**src/rtl/lfsr_rng.sv**
```systemverilog
// lfsr_rng: free-running Fibonacci LFSR with a rejection-sampling draw engine.
// Each request yields one value in [0, limit), or the full 2^OUT_W range when
// limit == 0. A draw gives up after MAX_TRIES rejections, returns 0 and flags
// timeout.
//
// Optional feature: define LFSR_RNG_STATS_EN to build the accepted-draw counter
// on draw_cnt. When it is not defined, draw_cnt is tied to zero.
//
// Ports:
//   CLK100MHZ  in   sole clock, rising edge
//   CPU_RESETN in   asynchronous active-low reset
//   seed_load  in   load seed into the LFSR on this edge instead of shifting
//   seed       in   [WIDTH] seed value; 0 selects the SEED parameter
//   req        in   draw request, sampled only in IDLE
//   limit      in   [OUT_W] exclusive upper bound, 0 = full range
//   rnd        out  [OUT_W] last accepted value, held until the next acceptance
//   rnd_valid  out  one-cycle pulse when rnd is updated
//   busy       out  high while a draw is in progress (decoded from FSM state)
//   timeout    out  one-cycle pulse with rnd_valid when MAX_TRIES is exhausted
//   draw_cnt   out  [16] completed-draw counter, timeouts included
module lfsr_rng #(
  parameter int unsigned WIDTH     = 16,
  parameter int unsigned OUT_W     = 4,
  parameter logic [31:0] SEED      = 32'h0000ACE1,
  parameter int unsigned MAX_TRIES = 8
) (
  input  logic             CLK100MHZ,
  input  logic             CPU_RESETN,
  input  logic             seed_load,
  input  logic [WIDTH-1:0] seed,
  input  logic             req,
  input  logic [OUT_W-1:0] limit,
  output logic [OUT_W-1:0] rnd,
  output logic             rnd_valid,
  output logic             busy,
  output logic             timeout,
  output logic [15:0]      draw_cnt
);

  // Feedback tap masks (0-based bit positions) for the supported widths
  function automatic logic [31:0] tap_mask(input int unsigned w);
    case (w)
      8:       return 32'h0000_00B8;
      24:      return 32'h00E1_0000;
      32:      return 32'h8020_0003;
      default: return 32'h0000_D008;
    endcase
  endfunction

  localparam int unsigned TRY_W = (MAX_TRIES > 1) ? $clog2(MAX_TRIES) : 1;
  localparam logic [WIDTH-1:0] TAPS   = WIDTH'(tap_mask(WIDTH));
  localparam logic [WIDTH-1:0] SEED_W = SEED[WIDTH-1:0];

  // Reject illegal parameterisations at elaboration
  if (!(WIDTH == 8 || WIDTH == 16 || WIDTH == 24 || WIDTH == 32)) begin : g_bad_width
    $error("lfsr_rng: WIDTH must be 8, 16, 24 or 32");
  end
  if (OUT_W < 1 || OUT_W > WIDTH) begin : g_bad_out_w
    $error("lfsr_rng: OUT_W must be in 1..WIDTH");
  end
  if (SEED_W == '0) begin : g_bad_seed
    $error("lfsr_rng: SEED truncated to WIDTH must be nonzero");
  end
  if (MAX_TRIES < 1) begin : g_bad_tries
    $error("lfsr_rng: MAX_TRIES must be >= 1");
  end

  typedef enum logic {
    IDLE = 1'b0,
    DRAW = 1'b1
  } state_t;

  state_t             state, state_n;
  logic [WIDTH-1:0]   lfsr, lfsr_n;
  logic [TRY_W-1:0]   tries, tries_n;
  logic [OUT_W-1:0]   rnd_n;
  logic               rnd_valid_n;
  logic               timeout_n;
  logic [OUT_W-1:0]   cand;
  logic               fb;

  // LFSR next state; a zero seed falls back to SEED so lock-up is unreachable
  always_comb begin
    fb = ^(lfsr & TAPS);
    if (seed_load) begin
      lfsr_n = (seed == '0) ? SEED_W : seed;
    end else begin
      lfsr_n = {lfsr[WIDTH-2:0], fb};
    end
  end

  always_ff @(posedge CLK100MHZ or negedge CPU_RESETN) begin
    if (!CPU_RESETN) begin
      lfsr <= SEED_W;
    end else begin
      lfsr <= lfsr_n;
    end
  end

  // Candidate is the pre-edge LFSR state, so a seed loaded with req is drawn first
  assign cand = lfsr[OUT_W-1:0];

  // Draw FSM next-state and registered-output logic
  always_comb begin
    state_n     = state;
    tries_n     = tries;
    rnd_n       = rnd;
    rnd_valid_n = 1'b0;
    timeout_n   = 1'b0;
    case (state)
      IDLE: begin
        tries_n = '0;
        if (req) begin
          state_n = DRAW;
        end
      end
      DRAW: begin
        if ((limit == '0) || (cand < limit)) begin
          rnd_n       = cand;
          rnd_valid_n = 1'b1;
          tries_n     = '0;
          state_n     = IDLE;
        end else if (tries == TRY_W'(MAX_TRIES - 1)) begin
          // This rejection is the last allowed one
          rnd_n       = '0;
          rnd_valid_n = 1'b1;
          timeout_n   = 1'b1;
          tries_n     = '0;
          state_n     = IDLE;
        end else begin
          tries_n = tries + TRY_W'(1);
        end
      end
      default: begin
        state_n = IDLE;
        tries_n = '0;
      end
    endcase
  end

  always_ff @(posedge CLK100MHZ or negedge CPU_RESETN) begin
    if (!CPU_RESETN) begin
      state     <= IDLE;
      tries     <= '0;
      rnd       <= '0;
      rnd_valid <= 1'b0;
      timeout   <= 1'b0;
    end else begin
      state     <= state_n;
      tries     <= tries_n;
      rnd       <= rnd_n;
      rnd_valid <= rnd_valid_n;
      timeout   <= timeout_n;
    end
  end

  assign busy = (state == DRAW);

`ifdef LFSR_RNG_STATS_EN
  localparam int unsigned CNT_W = 16;
  logic [CNT_W-1:0] cnt;

  // Counts every completed draw; wraps naturally
  always_ff @(posedge CLK100MHZ or negedge CPU_RESETN) begin
    if (!CPU_RESETN) begin
      cnt <= '0;
    end else if (rnd_valid_n) begin
      cnt <= cnt + CNT_W'(1);
    end
  end

  assign draw_cnt = cnt;
`else
  assign draw_cnt = '0;
`endif

endmodule
```
**config.mk**
```make
export PLATFORM = sky130hd
export DESIGN_NAME = lfsr_rng
export DESIGN_NICKNAME = d
export VERILOG_FILES = /design/src/rtl/lfsr_rng.sv
export SDC_FILE = /design/constraint.sdc
export NUM_CORES = 1
export LEC_CHECK = 0
export CAP_MARGIN = 40
export CORE_UTILIZATION = 47
export DETAILED_ROUTE_END_ITERATION = 10
export PLACE_DENSITY = 0.85
export SLEW_MARGIN = 20
export SYNTH_ARGS = -nofsm -noshare
export SYNTH_HDL_FRONTEND = slang
export SYNTH_SLANG_ARGS = --single-unit
```
**constraint.sdc**
```tcl
create_clock -name CLK100MHZ -period 3.6 [get_ports CLK100MHZ]
set_input_delay 0.36 -clock CLK100MHZ [delete_from_list [all_inputs] [get_ports CLK100MHZ]]
set_output_delay 0.36 -clock CLK100MHZ [all_outputs]
set_load 0.1 [all_outputs]
```
# After elaboration in Yosys (flattened, before gate mapping)

Cells that the tools add are included.

Register bits: 26

Reductions and logical operators: 6
Order comparisons: 1
Muxes and demuxes: 16
Add/sub/neg operators: 1
Eq/ne operators: 1
Bitwise logic cells: 1

Operators with widths:

| operator                                    | number |
|---|---|
| 2-to-1 mux 16 bit                           | 2 |
| logical NOT 16 bit                          | 1 |
| XOR reduction 16 bit                        | 1 |
| 2-to-1 mux 1 bit                            | 8 |
| 2-to-1 mux 4 bit                            | 2 |
| 2-to-1 mux 3 bit                            | 2 |
| one-hot mux 3 bit (2 select lines)          | 1 |
| logical NOT 4 bit                           | 1 |
| < comparator 4 bit                          | 1 |
| adder 3 x 1 -> 3 bit, second input constant | 1 |
| == test 3 bit, second input constant        | 1 |
| one-hot mux 1 bit (2 select lines)          | 1 |
| AND reduction 2 bit                         | 1 |
| nonzero test 2 bit                          | 1 |
| logical OR 1 bit                            | 1 |
| inverter 1 bit                              | 1 |

# Depth between registers and ports, before layout

Gate-level depths: netlist of the first run.

Depth after elaboration: 4
Mapped depth: 6

# Worst setup path after synthesis of the first run

OpenSTA, ideal clock, no wires.

Kind: register to register
Start point: reg state, in the netlist busy
End point: reg rnd[0]
Stages on the path, launching flop included: 4
Arrival: 1.594 ns
Path buffers: 0
Setup slack: 1.878 ns
Library setup time: 0.128 ns
Path through: dfrtp_1 o31ai_1 a41oi_4 o22ai_1

Longest elaborated chain between the ends: 1

Ends and longest elaborated chain:

| element                       | line | RTL |
|---|---|---|
| from (decl)                   | 73   | `state_t state, state_n;` |
| from (signal assigned)        | 149  | `state <= state_n;` |
| AND reduction 2 bit (no line) | -    |  |
| to (signal assigned)          | 151  | `rnd <= rnd_n;` |
| to (decl)                     | 33   | `output logic [OUT_W-1:0] rnd,` |

Every way passes these cells.
A chain may end at the register's enable or synchronous reset.

# Worst setup path after layout of the first run

Start point: reg state, in the netlist busy
End point: out busy

RTL lines:

| element   | line | RTL |
|---|---|---|
| to (decl) | 35   | `output logic busy,` |

No word-level cell between the ends.

==> reports/qor.txt, run 1 <==
Outcome: completed
Worst Skew: 0.00442 ns
R2R Path Start: lfsr[2]
Asr flop ratio synth: 100%
Final Critical Period: 1.94 ns
Post-CTS Setup Bufs: 0
Final setup fails: 0
Finished Core Util: 67.8%
Worst EP arrival: 1.58 ns
Crit-path max FO: 8
EDFF count, synth: 0
Pre-antenna DRT Iters: 4
Hold WC Path Type: in2async
Root buffer cell: clkbuf_4
CP required: 3.24 ns
Max_cap viols: 0
Pwr Density: 656 nW/um2
Setup_tns: 0 ns
Part of the cycle the worst path needs: 54.0%
Critical path endpoint category: output pin
Cells after Synth: 118
Detailed-route wire length per cell: 13.7 um
Post-synth top flop: dfrtp_1
Post-Synthesis Cell Area: 1300 um2
Final hold viol count: 0
Number of global-route vias before repair: 940
Synth cell types: 27
H-tree levels: 1
Area share of the largest cell type after synthesis: 34.7%
CTS buffer count: 3
CTS Buffer Depth: 2
DR vias/cell: 5.16
Synthesized area per cell: 11.0 um2
YS warnings: 0
RSZ-0062 raised after global routing: no
Max-slew violation count: 0
GP Congestion: 0.796
Num Clock Sinks: 26
Worst Setup Start Kind: register
Yosys top cell by area: dfrtp_1
Gr ovfl total: 0
FP Rows: 18
DPL Wire Length: 2070 um
Tot GR Track Use: 19.6%
Residual DRC: 0
Flops & latches, synth: 26
Fmax achieved: 514 MHz
Worst ir drop on vdd: 0.571 mV
Ant diodes: 0
Number of routed nets with antenna violations: 0
WHS: 0.402 ns
Pleak: 0.773 nW
Initial Util: 51.0%
Largest net degree at the start of global routing: 22
Worst R2R Setup Slack: 1.91 ns
Fin nets: 186
Worst r2r dst: busy
First-pass GRT wire length: 4040 um
DIE HEIGHT: 54.5 um
Vias: 960
DR iter-0 viols: 7
Setup CP Type: reg2out
Die W: 54.5 um
Core Area: 2540 um2
Total power draw: 0.00113 W
Layout cells sized above 1: 17.3%
Top area cells in the synthesized netlist: dfrtp_1, dfstp_2, buf_4, o22a_1, ha_1
# IOs: 47
Final WL: 2540 um
CTS tree: done
Post-synthesis sequential area ratio: 50.9%
Number of port buffers: 30
Slew Limit Headroom: 53.2%
Clk Latency, worst-skew pair: 0.31 ns
Post_cts resized: 0
Worst Tran Pin Value: 0.700 ns
CTS clk-pin slew, worst paths: 0.14 ns
Reg2reg path depth: 5
Synth top cells by count: dfrtp_1, buf_4, inv_1, dfstp_2, o22a_1
# hold bufs at CTS: 0
Synth-to-Final Area Change: 33.0%
Layout fillers: 206
Initial antenna violation count: 0
Most frequent cell after synthesis: dfrtp_1
Die Area: 2970 um2
==> cell families (layout without fill, tap and decap cells) <==
group / count (synthesis) / in the layout / synth area share (%)
multiplexers: 4 / 4 / 3.47
AO/OA/AOI/OAI: 24 / 24 / 14.9
other: 1 / 16 / 0.289
adder cells (fa/ha/maj): 5 / 5 / 4.82
AND/OR/NAND/NOR: 22 / 22 / 8.78
flip-flops: 26 / 26 / 50.9
XOR/XNOR: 3 / 3 / 2.03
buffers and inverters: 33 / 56 / 14.8
==> report_power, final <==
group / internal, W / leakage [nW] / switching (W)
Clock: 0.000112 / 0.0279 / 0.0000828
Combinational: 0.000191 / 0.437 / 0.000370
Sequential: 0.000346 / 0.308 / 0.0000301
Total: 0.000649 / 0.773 / 0.000483
==> worst max-delay path by stage <==
| stage | slack [ns] | from | cells past startpoint | endpoint |
|---|---|---|---|---|
| final | 1.66 | busy | 2 | busy |
| after global routing | 1.56 | busy | 2 | busy |
| after CTS | 1.63 | busy | 2 | busy |
| after detailed placement | 1.40 | limit[2] | 7 | busy |
| after global placement | 1.50 | limit[2] | 7 | busy |
| after floorplan | 1.88 | busy | 3 | rnd[0] |
==> metrics by stage <==
stage / cells / setup WS, ns / cell area [um2]
after detailed placement: 182 / 1.40 / 1670
final: 186 / 1.66 / 1730
after global placement: 174 / 1.50 / 1550
after floorplan: 133 / 1.88 / 1350
after CTS: 186 / 1.63 / 1730
after global routing: 186 / 1.56 / 1730
==> cells in the final DEF, fill, tap and decap left out, drive strengths merged <==
| cell type | n |
|---|---|
| nand4 | 1 |
| xnor2 | 2 |
| inv | 14 |
| dfstp | 8 |
| nor3 | 1 |
| a31o | 1 |
| nor4 | 5 |
| nand2 | 6 |
| o31ai | 1 |
| a41oi | 1 |
| ha | 5 |
| o21ai | 6 |
| bufinv | 1 |
| conb | 16 |
| nand3 | 4 |
| nor2 | 3 |
| nor2b | 1 |
| o22a | 8 |
| buf | 8 |
| o22ai | 5 |
| clkdlybuf4s50 | 30 |
| dfrtp | 18 |
| clkbuf | 3 |
| xor2 | 1 |
| mux2 | 4 |
| a21oi | 2 |
| or4 | 1 |
==> per-layer routing <==
layer  share of wire, %  track usage [%]  wire, um
met1                 41             21.6      1040
met2                 54             37.6      1380
met3                4.2             3.61       107
met4               0.55             5.56        14
met5                  0                0         0
==> cell type report <==
type | count | area (um2) | share of cell area (%)
Clock buffer | 3 | 22.5 | 1.31
Clock inverter | 1 | 30.0 | 1.74
Inverter | 14 | 52.6 | 3.05
Multi-Input combinational cell | 74 | 502 | 29.1
Sequential cell | 26 | 661 | 38.3
Tap cell | 30 | 37.5 | 2.18
Timing Repair Buffer | 38 | 420 | 24.4
==> state kept, by name, summed over array words and instances, names as in the netlist <==
| register | flops |
|---|---|
| busy | 1 |
| lfsr | 16 |
| rnd | 4 |
| tries | 3 |
| timeout | 1 |
| rnd_valid | 1 |
==> critical path, cell delays in order (launching register included) <==
cell and delay (ns):
dfrtp_1 0.49, clkdlybuf4s50_1 0.57, buf_8 0.21
No activity file was read; power rests on OpenSTA's default activity.
==> inputs of run 2 (changes only) <==
--- a/config.mk
+++ b/config.mk
@@ -6,9 +6,9 @@
 export NUM_CORES = 1
 export LEC_CHECK = 0
 export CAP_MARGIN = 40
-export CORE_UTILIZATION = 47
+export CORE_UTILIZATION = 44
 export DETAILED_ROUTE_END_ITERATION = 10
-export PLACE_DENSITY = 0.85
+export PLACE_DENSITY = 0.8
 export SLEW_MARGIN = 20
 export SYNTH_ARGS = -nofsm -noshare
 export SYNTH_HDL_FRONTEND = slang
==> constraint.sdc (replaced) <==
create_clock -name CLK100MHZ -period 2 [get_ports CLK100MHZ]
set_input_delay 0.2 -clock CLK100MHZ [delete_from_list [all_inputs] [get_ports CLK100MHZ]]
set_output_delay 0.2 -clock CLK100MHZ [all_outputs]
set_load 0.1 [all_outputs]
==> run 2 against run 1 <==
- sequential cell count is the same
- critical path type is now in2reg
- clock power rose by 33%
- worst setup slack lost 1.3 ns
- first-iteration DRC count increased to 3.6 times the previous value
- critical endpoint is now busy
==> reports/qor.txt, run 2 (synthesis gave the netlist of run 1 again) <==
Largest net degree at the start of global routing: 27 (+23%)
RSZ-0062 raised after global routing: no
CP max stage cell: clkdlybuf4s50_1
Final hold viol count: 0 (unchanged)
First-pass GRT wire length: 4240 um (+5.1%)
Crit-path most repeated cell: a21oi_1
Top layer in use: met4
Number of global-route vias before repair: 941 (+0.11%)
Final WL: 2350 um (-7.7%)
DPL Wire Length: 1880 um (-9.2%)
Initial Util: 46.6% (-4.3 points)
Worst ir drop on vdd: 1.22 mV (+110%)
Setup_tns: 0 ns (unchanged)
Residual DRC: 0 (unchanged)
Final setup fails: 0 (unchanged)
Fin nets: 181 (-2.7%)
Max_cap viols: 0 (unchanged)
Number of port buffers: 30 (unchanged)
Ant diodes: 0 (unchanged)
Sequential cell area: 661 um2 (unchanged)
Number of routed nets with antenna violations: 0 (unchanged)
Post-CTS Setup Bufs: 0 (unchanged)
Worst Setup Start Kind: primary input
CTS buffer count: 3 (unchanged)
Routed met3 length: 154 um (+44%)
DR iter-0 viols: 25 (+18)
CP cell instances: clkdlybuf4s50_1 -> inv_1 -> ha_1 -> a21oi_1 -> o21ai_1 -> a21oi_1 -> o22ai_1
Part of the cycle the worst path needs: 84.5%
Worst slack, placed: -0.0322 ns (-1.43 ns)
CP max stage delay: 0.50 ns (-0.07 ns)
Most frequent cells in the layout: clkdlybuf4s50_1, dfrtp_1, conb_1
Detailed-route wire length per cell: 12.9 um (-5.6%)
Wire length on met2: 1200 um (-13%)
Reg with most FFs: lfsr
Crit-path max FO: 5 (-3)
Max reg flops: 16 (unchanged)
Worst EP arrival: 1.88 ns (+0.30 ns)
Vias: 924 (-3.8%)
Synth-to-Final Area Change: 23.0%
GP Congestion: 0.746 (-6.3%)
Multi-input logic area: 502 um2 (unchanged)
Outcome: completed
R2R Path Start: lfsr[2]
Layout cells sized above 1: 19.2% (+1.9 points)
Gr ovfl total: 0 (unchanged)
Fin area: 1600 um2 (-7.5%)
Final Critical Period: 1.69 ns
Pleak: 0.731 nW (-5.4%)
Top flop regs: lfsr x16, rnd x4, tries x3
Max-slew violation count: 0 (unchanged)
Total power draw: 0.00176 W (+56%)
Post_cts resized: 0 (unchanged)
DR vias/cell: 5.08 (-1.6%)
FP Rows: 19 (+1)
Tot GR Track Use: 17.1% (-2.5 points)
CTS clk-pin slew, worst paths: 0.13 ns (about the same)
Worst Skew: 0.00213 ns (-0.00229 ns)
H-tree levels: 1 (unchanged)
Fmax achieved: 592 MHz
Die W: 56.3 um (+3.2%)
CTS Buffer Depth: 2 (unchanged)
CP required: 2.19 ns (-1.05 ns)
Commonest non-fill, non-tap cell in the layout: clkdlybuf4s50_1
Critical path endpoint category: register
Clk Latency, worst-skew pair: 0.31 ns (about the same)
Pre-antenna DRT Iters: 4 (unchanged)
Die Area: 3170 um2 (+6.6%)
CTS tree: done
# IOs: 47 (unchanged)
M1 wire length: 969 um (-6.7%)
Post-route setup slack: 0.310 ns (-1.35 ns)
Layout fillers: 253 (+23%)
DIE HEIGHT: 56.3 um (+3.2%)
Setup CP Type: in2reg
Hold WC Path Type: in2async
Pwr Density: 1110 nW/um2 (+69%)
Num Clock Sinks: 26 (unchanged)
Root buffer cell: clkbuf_4
Core Area: 2780 um2 (+9.3%)
Crit path launch: limit[2]
Initial antenna violation count: 0 (unchanged)
Dpl cell area: 1560 um2 (-6.8%)
# hold bufs at CTS: 0 (unchanged)
run 2: per-stage QoR:
step,hold slack (ns),instances,utilization [%]
2_1_floorplan,-0.0956,133,-
3_3_place_gp,0.434,178,56.1
3_5_place_dp,0.468,178,56.1
4_1_cts,0.233,182,57.4
5_1_grt,0.235,182,57.4
6_report,0.231,182,57.4
run 2: layer usage:
metal / vias to the layer above / track usage [%]
met2: 40 / 30.3
li1: 443 / -
met5: - / 0
met1: 439 / 20.9
met3: 2 / 3.23
met4: 0 / 5.92
run 2: layout make-up:
type | instances | share of cell area, %
Inverter | 14 | 3.29
Clock buffer | 4 | 2.27
Timing Repair Buffer | 33 | 19.1
Sequential cell | 26 | 41.4
Tap cell | 31 | 2.43
Multi-Input combinational cell | 74 | 31.5
run 2: worst paths after layout:
check	end	cells past startpoint	slack, ns
setup reg to reg	busy	5	0.33
max in group asynchronous	lfsr[0]	2	1.48
setup / recovery	busy	7	0.31
hold / removal	tries[2]	2	0.23
min in group CLK100MHZ	busy	3	0.44
hold reg to reg	lfsr[9]	1	0.49
run 2: power breakdown:
group	leakage, nW	total, W	internal [W]	switching (W)
Sequential	0.308	0.000675	0.000623	0.0000523
Combinational	0.402	0.000830	0.000198	0.000632
Clock	0.0210	0.000260	0.000111	0.000149
Total	0.731	0.00176	0.000933	0.000832
run 2: critical path, delay by kind of cell:
kind / cells / cell delay [ns]
buffers and inverters: 2 / 0.55
adders and majority gates: 1 / 0.30
AOI/OAI and AO/OA: 4 / 0.83
